### src/rtl/segre_pkg.sv
// Shared types and sizing for the segre memory-side arbiter.
// The I-cache and D-cache line ports share one memory channel.
package segre_pkg;

    localparam int ADDR_SIZE            = 32;
    localparam int CACHE_LINE_SIZE_BITS = 128;

    typedef enum logic [1:0] {
        IDLE,
        IC_BUSY,
        DC_BUSY,
        RESP
    } arb_state_e;

    typedef enum logic {
        OWNER_IC,
        OWNER_DC
    } arb_owner_e;

    // Number of byte-offset bits inside one cache line.
    function automatic int line_offset_bits(input int line_w);
        return $clog2(line_w / 8);
    endfunction

endpackage

### src/rtl/segre_arb_prio.sv
// I/D priority decision for the memory arbiter.
// The D-side wins contention until it has taken MAX_DC_STREAK grants in a row.
module segre_arb_prio
    import segre_pkg::*;
#(
    parameter int MAX_DC_STREAK = 4,
    parameter int STREAK_W      = $clog2(MAX_DC_STREAK + 1)
) (
    input  logic clk_i,
    input  logic rsn_i,
    input  logic arb_en,
    input  logic ic_req,
    input  logic dc_req,
    output logic grant_ic,
    output logic grant_dc
);

    localparam logic [STREAK_W-1:0] STREAK_MAX = STREAK_W'(MAX_DC_STREAK);

    logic [STREAK_W-1:0] streak_q;

    // NOTE: every output gets a value before any condition, so no latch can be inferred.
    always_comb begin
        grant_dc = 1'b0;
        grant_ic = 1'b0;
        if (arb_en) begin
            grant_dc = dc_req && (!ic_req || (streak_q != STREAK_MAX));
            grant_ic = ic_req && !grant_dc;
        end
    end

    // NOTE: state is updated with non-blocking assignments so all flops sample the same edge values.
    always_ff @(posedge clk_i) begin
        if (!rsn_i) begin
            streak_q <= '0;
        end else if (grant_ic) begin
            streak_q <= '0;
        end else if (grant_dc) begin
            if (!ic_req) begin
                streak_q <= '0;
            end else if (streak_q != STREAK_MAX) begin
                streak_q <= streak_q + STREAK_W'(1);
            end
        end
    end

endmodule

### src/rtl/segre_mem_arbiter.sv
// Two-requester memory arbiter: one outstanding line transaction at a time,
// with a registered memory interface and a one-cycle completion pulse per owner.
module segre_mem_arbiter
    import segre_pkg::*;
#(
    parameter int ADDR_W        = ADDR_SIZE,
    parameter int LINE_W        = CACHE_LINE_SIZE_BITS,
    parameter int MAX_DC_STREAK = 4
) (
    input  logic              clk_i,
    input  logic              rsn_i,
    input  logic              ic_req_i,
    input  logic [ADDR_W-1:0] ic_addr_i,
    output logic              ic_rvalid_o,
    output logic [LINE_W-1:0] ic_rdata_o,
    input  logic              dc_req_i,
    input  logic              dc_we_i,
    input  logic [ADDR_W-1:0] dc_addr_i,
    input  logic [LINE_W-1:0] dc_wdata_i,
    output logic              dc_rvalid_o,
    output logic [LINE_W-1:0] dc_rdata_o,
    output logic              mem_req_o,
    output logic              mem_we_o,
    output logic [ADDR_W-1:0] mem_addr_o,
    output logic [LINE_W-1:0] mem_wdata_o,
    input  logic              mem_ack_i,
    input  logic [LINE_W-1:0] mem_rdata_i
);

    localparam logic [ADDR_W-1:0] ADDR_MASK =
        ~ADDR_W'((1 << line_offset_bits(LINE_W)) - 1);

    arb_state_e state;
    arb_owner_e owner;
    logic       grant_ic;
    logic       grant_dc;

    segre_arb_prio #(
        .MAX_DC_STREAK(MAX_DC_STREAK)
    ) u_prio (
        .clk_i   (clk_i),
        .rsn_i   (rsn_i),
        .arb_en  (state == IDLE),
        .ic_req  (ic_req_i),
        .dc_req  (dc_req_i),
        .grant_ic(grant_ic),
        .grant_dc(grant_dc)
    );

    always_ff @(posedge clk_i) begin
        if (!rsn_i) begin
            state       <= IDLE;
            owner       <= OWNER_IC;
            mem_req_o   <= 1'b0;
            mem_we_o    <= 1'b0;
            mem_addr_o  <= '0;
            mem_wdata_o <= '0;
            ic_rvalid_o <= 1'b0;
            dc_rvalid_o <= 1'b0;
            ic_rdata_o  <= '0;
            dc_rdata_o  <= '0;
        end else begin
            case (state)
                IDLE: begin
                    if (grant_dc) begin
                        state       <= DC_BUSY;
                        owner       <= OWNER_DC;
                        mem_req_o   <= 1'b1;
                        mem_we_o    <= dc_we_i;
                        mem_addr_o  <= dc_addr_i & ADDR_MASK;
                        mem_wdata_o <= dc_wdata_i;
                    end else if (grant_ic) begin
                        state       <= IC_BUSY;
                        owner       <= OWNER_IC;
                        mem_req_o   <= 1'b1;
                        mem_we_o    <= 1'b0;
                        mem_addr_o  <= ic_addr_i & ADDR_MASK;
                        mem_wdata_o <= '0;
                    end
                end
                IC_BUSY, DC_BUSY: begin
                    // Requesters may drop req here; the transaction still runs to completion.
                    if (mem_ack_i) begin
                        state     <= RESP;
                        mem_req_o <= 1'b0;
                        if (owner == OWNER_IC) begin
                            ic_rdata_o  <= mem_rdata_i;
                            ic_rvalid_o <= 1'b1;
                        end else begin
                            dc_rdata_o  <= mem_rdata_i;
                            dc_rvalid_o <= 1'b1;
                        end
                    end
                end
                RESP: begin
                    state       <= IDLE;
                    ic_rvalid_o <= 1'b0;
                    dc_rvalid_o <= 1'b0;
                end
                default: state <= IDLE;
            endcase
        end
    end

endmodule

### config.mk
export PLATFORM = sky130hd
export DESIGN_NAME = segre_mem_arbiter
export DESIGN_NICKNAME = d
export VERILOG_FILES = /design/src/rtl/segre_pkg.sv /design/src/rtl/segre_arb_prio.sv /design/src/rtl/segre_mem_arbiter.sv
export SDC_FILE = /design/constraint.sdc
export NUM_CORES = 1
export LEC_CHECK = 0
export BUFFER_PORTS_ARGS = -buffer_cell sky130_fd_sc_hd__buf_4
export CAP_MARGIN = 10
export CORE_AREA = 2 2 291 293
export DETAILED_ROUTE_END_ITERATION = 8
export DIE_AREA = 0 0 293 295
export HOLD_SLACK_MARGIN = 0.02
export PLACE_DENSITY = 0.48
export RECOVER_POWER = 100
export SLEW_MARGIN = 20
export SYNTH_ARGS = -nofsm -noshare
export SYNTH_HDL_FRONTEND = slang
export SYNTH_HIERARCHICAL = 1
export SYNTH_SLANG_ARGS = --single-unit
### constraint.sdc
create_clock -name clk_i -period 4.63 [get_ports clk_i]
set_clock_uncertainty 0.2 [all_clocks]
set_input_delay 0.2315 -clock clk_i [delete_from_list [all_inputs] [get_ports clk_i]]
set_output_delay 0.2315 -clock clk_i [all_outputs]
set_load 0.1 [all_outputs]
==> flow_summary_export.csv <==
group,metric,value,unit
run_status,outcome,"finished with violations",
run_status,violations,"max-capacitance violations, max-slew violations",
grt,grt_max_degree,158,
cells_and_area,final_util,30.8,%
placed_design,dp_hpwl,44100,um
grt,track_usage,14.1,%
cells_and_area,fillers,9036,
logic_synthesis,ys_seq_area_share,52.7,%
route,via_per_inst,4.04,
pwr,power.switching,9.12,mW
logic_synthesis,ys_ff_latch,422,
sta,post-route-period-util,78.9,%
cells_and_area,fin_nets,3052,
grt,use_met3,3.35,%
logic_synthesis,synth_warnings,6,
logic_synthesis,ys_top_cells_by_count,"nand2_1, dfxtp_1, a21boi_0, nor2b_1, a22oi_1",
logic_synthesis,yosysMostFrequentCell,"nand2_1",
die,core-area,83200,um^2
sta,finalHoldViolCount,0,
worst_setup_path,crit_fanout,130,
route,dr.pass1.iters,5,
logic_synthesis,synth_area_leaders,"dfxtp_1, nand2_1, a21boi_0",
route,wl,64700,um
logic_synthesis,netlist_area,16000,um^2
worst_hold_path,hold_class,"flop to flop",
die,start_util,19.3,%
clock_tree,htreeDepth,2,
route,vias,15541,
grt,grt_overflow_total,0,
sta,setup_viol,0,
die,ios,746,
logic_synthesis,yosysTopAreaCell,"dfxtp_1",
pwr,p_leak,9.62,nW
cells_and_area,drive_above_1_share,15.4,%
grt,grt_pass1_wl,95700,um
sta,max_freq,274,MHz
logic_synthesis,synth_flop_cell,"dfxtp_1",
worst_setup_path,endpoint_kind,"flop",
die,fp-row-count,106,
grt,top_usage_layer,"met2",
cells_and_area,syn_to_final_growth,60.0,%
sta,tns,0,ps
route,ant_nets,0,
clock_tree,cts_tree,"done",
sta,relSlewSlack,-77.1,%
cells_and_area,regArea,8450,um^2
pwr,peakVddDrop,0.474,mV
die,die_w,293,um
worst_setup_path,cp.required,4880,ps
clock_tree,cts_buffers,53,
grt,use_met2,25.0,%
grt,antenna_found_initial,5,
placed_design,place_area,22300,um^2
die,fp.dieH,295,um
grt,grt_pass1_vias,16016,
placed_design,gp_congestion,0.774,
clock_tree,clk_pin_slew,60,ps
cells_and_area,finalInstanceArea,25600,um^2
die,die-area,86400,um^2
logic_synthesis,synth_cell_types,37,
pwr,seqPwrFrac,26.9,%
route,drc,0,
pwr,p_clk_share,23.9,%
logic_synthesis,avgSynthCellArea,9.20,um^2
logic_synthesis,synthDominantCellAreaShare,52.7,%
run,max_cap_violations,3,
pwr,p_int,8.38,mW
clock_tree,clock_sinks,422,
logic_synthesis,synthArstFlopShare,0,%
clock_tree,clockBufferDepth,3,
sta,min_period,3650,ps
worst_setup_path,start_kind,"flop",
cells_and_area,multi_input_area,6700,um^2
clock_tree,clock-root-buffer,"clkbuf_16",
worst_setup_path,critPathKind,"flop to flop",
logic_synthesis,netlist_instances,1742,
clock_tree,worstSkewPairLatency,570,ps
logic_synthesis,synth_edf_count,0,
pwr,power.density,683,nW/um^2
sta,tightest_slew,2660,ps
sta,grt_setup_unrepaired,"no",
pwr,combPwrFrac,49.2,%
route,avgRoutedWirePerCell,16.8,um
pwr,p_total,17.5,mW
route,drt_iter0_markers,633,
sta,drv_slew,322,
placed_design,io_buffers,733,
worst_setup_path,crit_arrival,3910,ps
pwr,switching_share,52.1,%
clock_tree,cts_resized,0,
grt,met1_usage,16.6,%
[layout make-up]
type,instances,share of cell area (%)
Inverter,7,0.107
Timing Repair Buffer,1069,28.7
Multi-Input combinational cell,1168,26.1
Clock inverter,20,0.859
Sequential cell,422,33.0
Antenna cell,2,0.0195
Tap cell,1080,5.27
Clock buffer,77,5.95
[placed cells by master (no fill, tap or decap), types with 8 or more instances in the layout]
cell           instances
dfxtp_1              422
clkbuf_8              11
dlygate4sd3_1        319
nor2b_1              132
a21boi_0             256
buf_12                 8
nand2_1              546
clkbuf_16             53
a22oi_1              129
buf_4                324
clkbuf_1             429
o211a_1               28
clkinv_2              10
mux2i_1               30
[critical path, cell delays in order, from the launching register on]
cell and delay (ps):
dfxtp_1 320, inv_1 80, ha_1 320, nand2_1 140, a31oi_4 410, buf_4 440
o21ai_0 150, clkbuf_4 710, a22oi_1 450, nor2b_1 90
[path summary, 6_finish.rpt]
check	start	endpoint	slack (ps)	cells past startpoint
setup / recovery	state[0]	mem_wdata_o[73]	980	9
hold reg to reg	dc_rdata_o[124]	dc_rdata_o[124]	250	2
setup reg to reg	state[0]	mem_wdata_o[73]	980	9
hold / removal	dc_rdata_o[124]	dc_rdata_o[124]	250	2
[registers in the layout, indices dropped and copies added, names as in the netlist, 2 cells and up]
name and count:
dc_rdata_o 128, ic_rdata_o 128, mem_wdata_o 128, mem_addr_o 28, u_prio/streak_q 3, state 2
[what timing repair did]
action / CTS / global route
setup buffers: 0 / 0
hold buffers: 319 / 0
hold endpoints to repair: 421 / 0
[stage by stage]
step           setup slack [ps]  instances  hold slack (ps)
2_1_floorplan              2640       1745              166
3_3_place_gp               1650       3427              242
3_5_place_dp               1690       3427              247
4_1_cts                    1390       3843              191
5_1_grt                     642       3844              246
6_report                    975       3845              254
[cell families after synthesis]
logic type               count (synthesis)  share of synthesized area, %
buffers and inverters                  155                          5.75
adder cells (fa/ha/maj)                  5                         0.390
other                                    1                        0.0234
AO/OA/AOI/OAI                          430                          20.5
multiplexers                            30                          1.87
flip-flops                             422                          52.7
AND/OR/NAND/NOR                        699                          18.7
[per-layer routing]
metal  vias to the layer above  wire length, um
met5                         -                0
met4                         0             2080
met3                       105             3980
met2                       504            31700
met1                      7169            26900
li1                       7763                -
[power groups by stage]
stage | Sequential [mW] | Combinational (mW) | Clock, mW
after CTS | 4.72 | 9.29 | 4.37
final | 4.71 | 8.62 | 4.18
after global placement | 4.78 | 9.01 | 0
after detailed placement | 4.78 | 9.01 | 0
after floorplan | 9.61 | 2.16 | 0
after global routing | 4.79 | 9.03 | 4.49
Power figures use the tool's default switching activity.
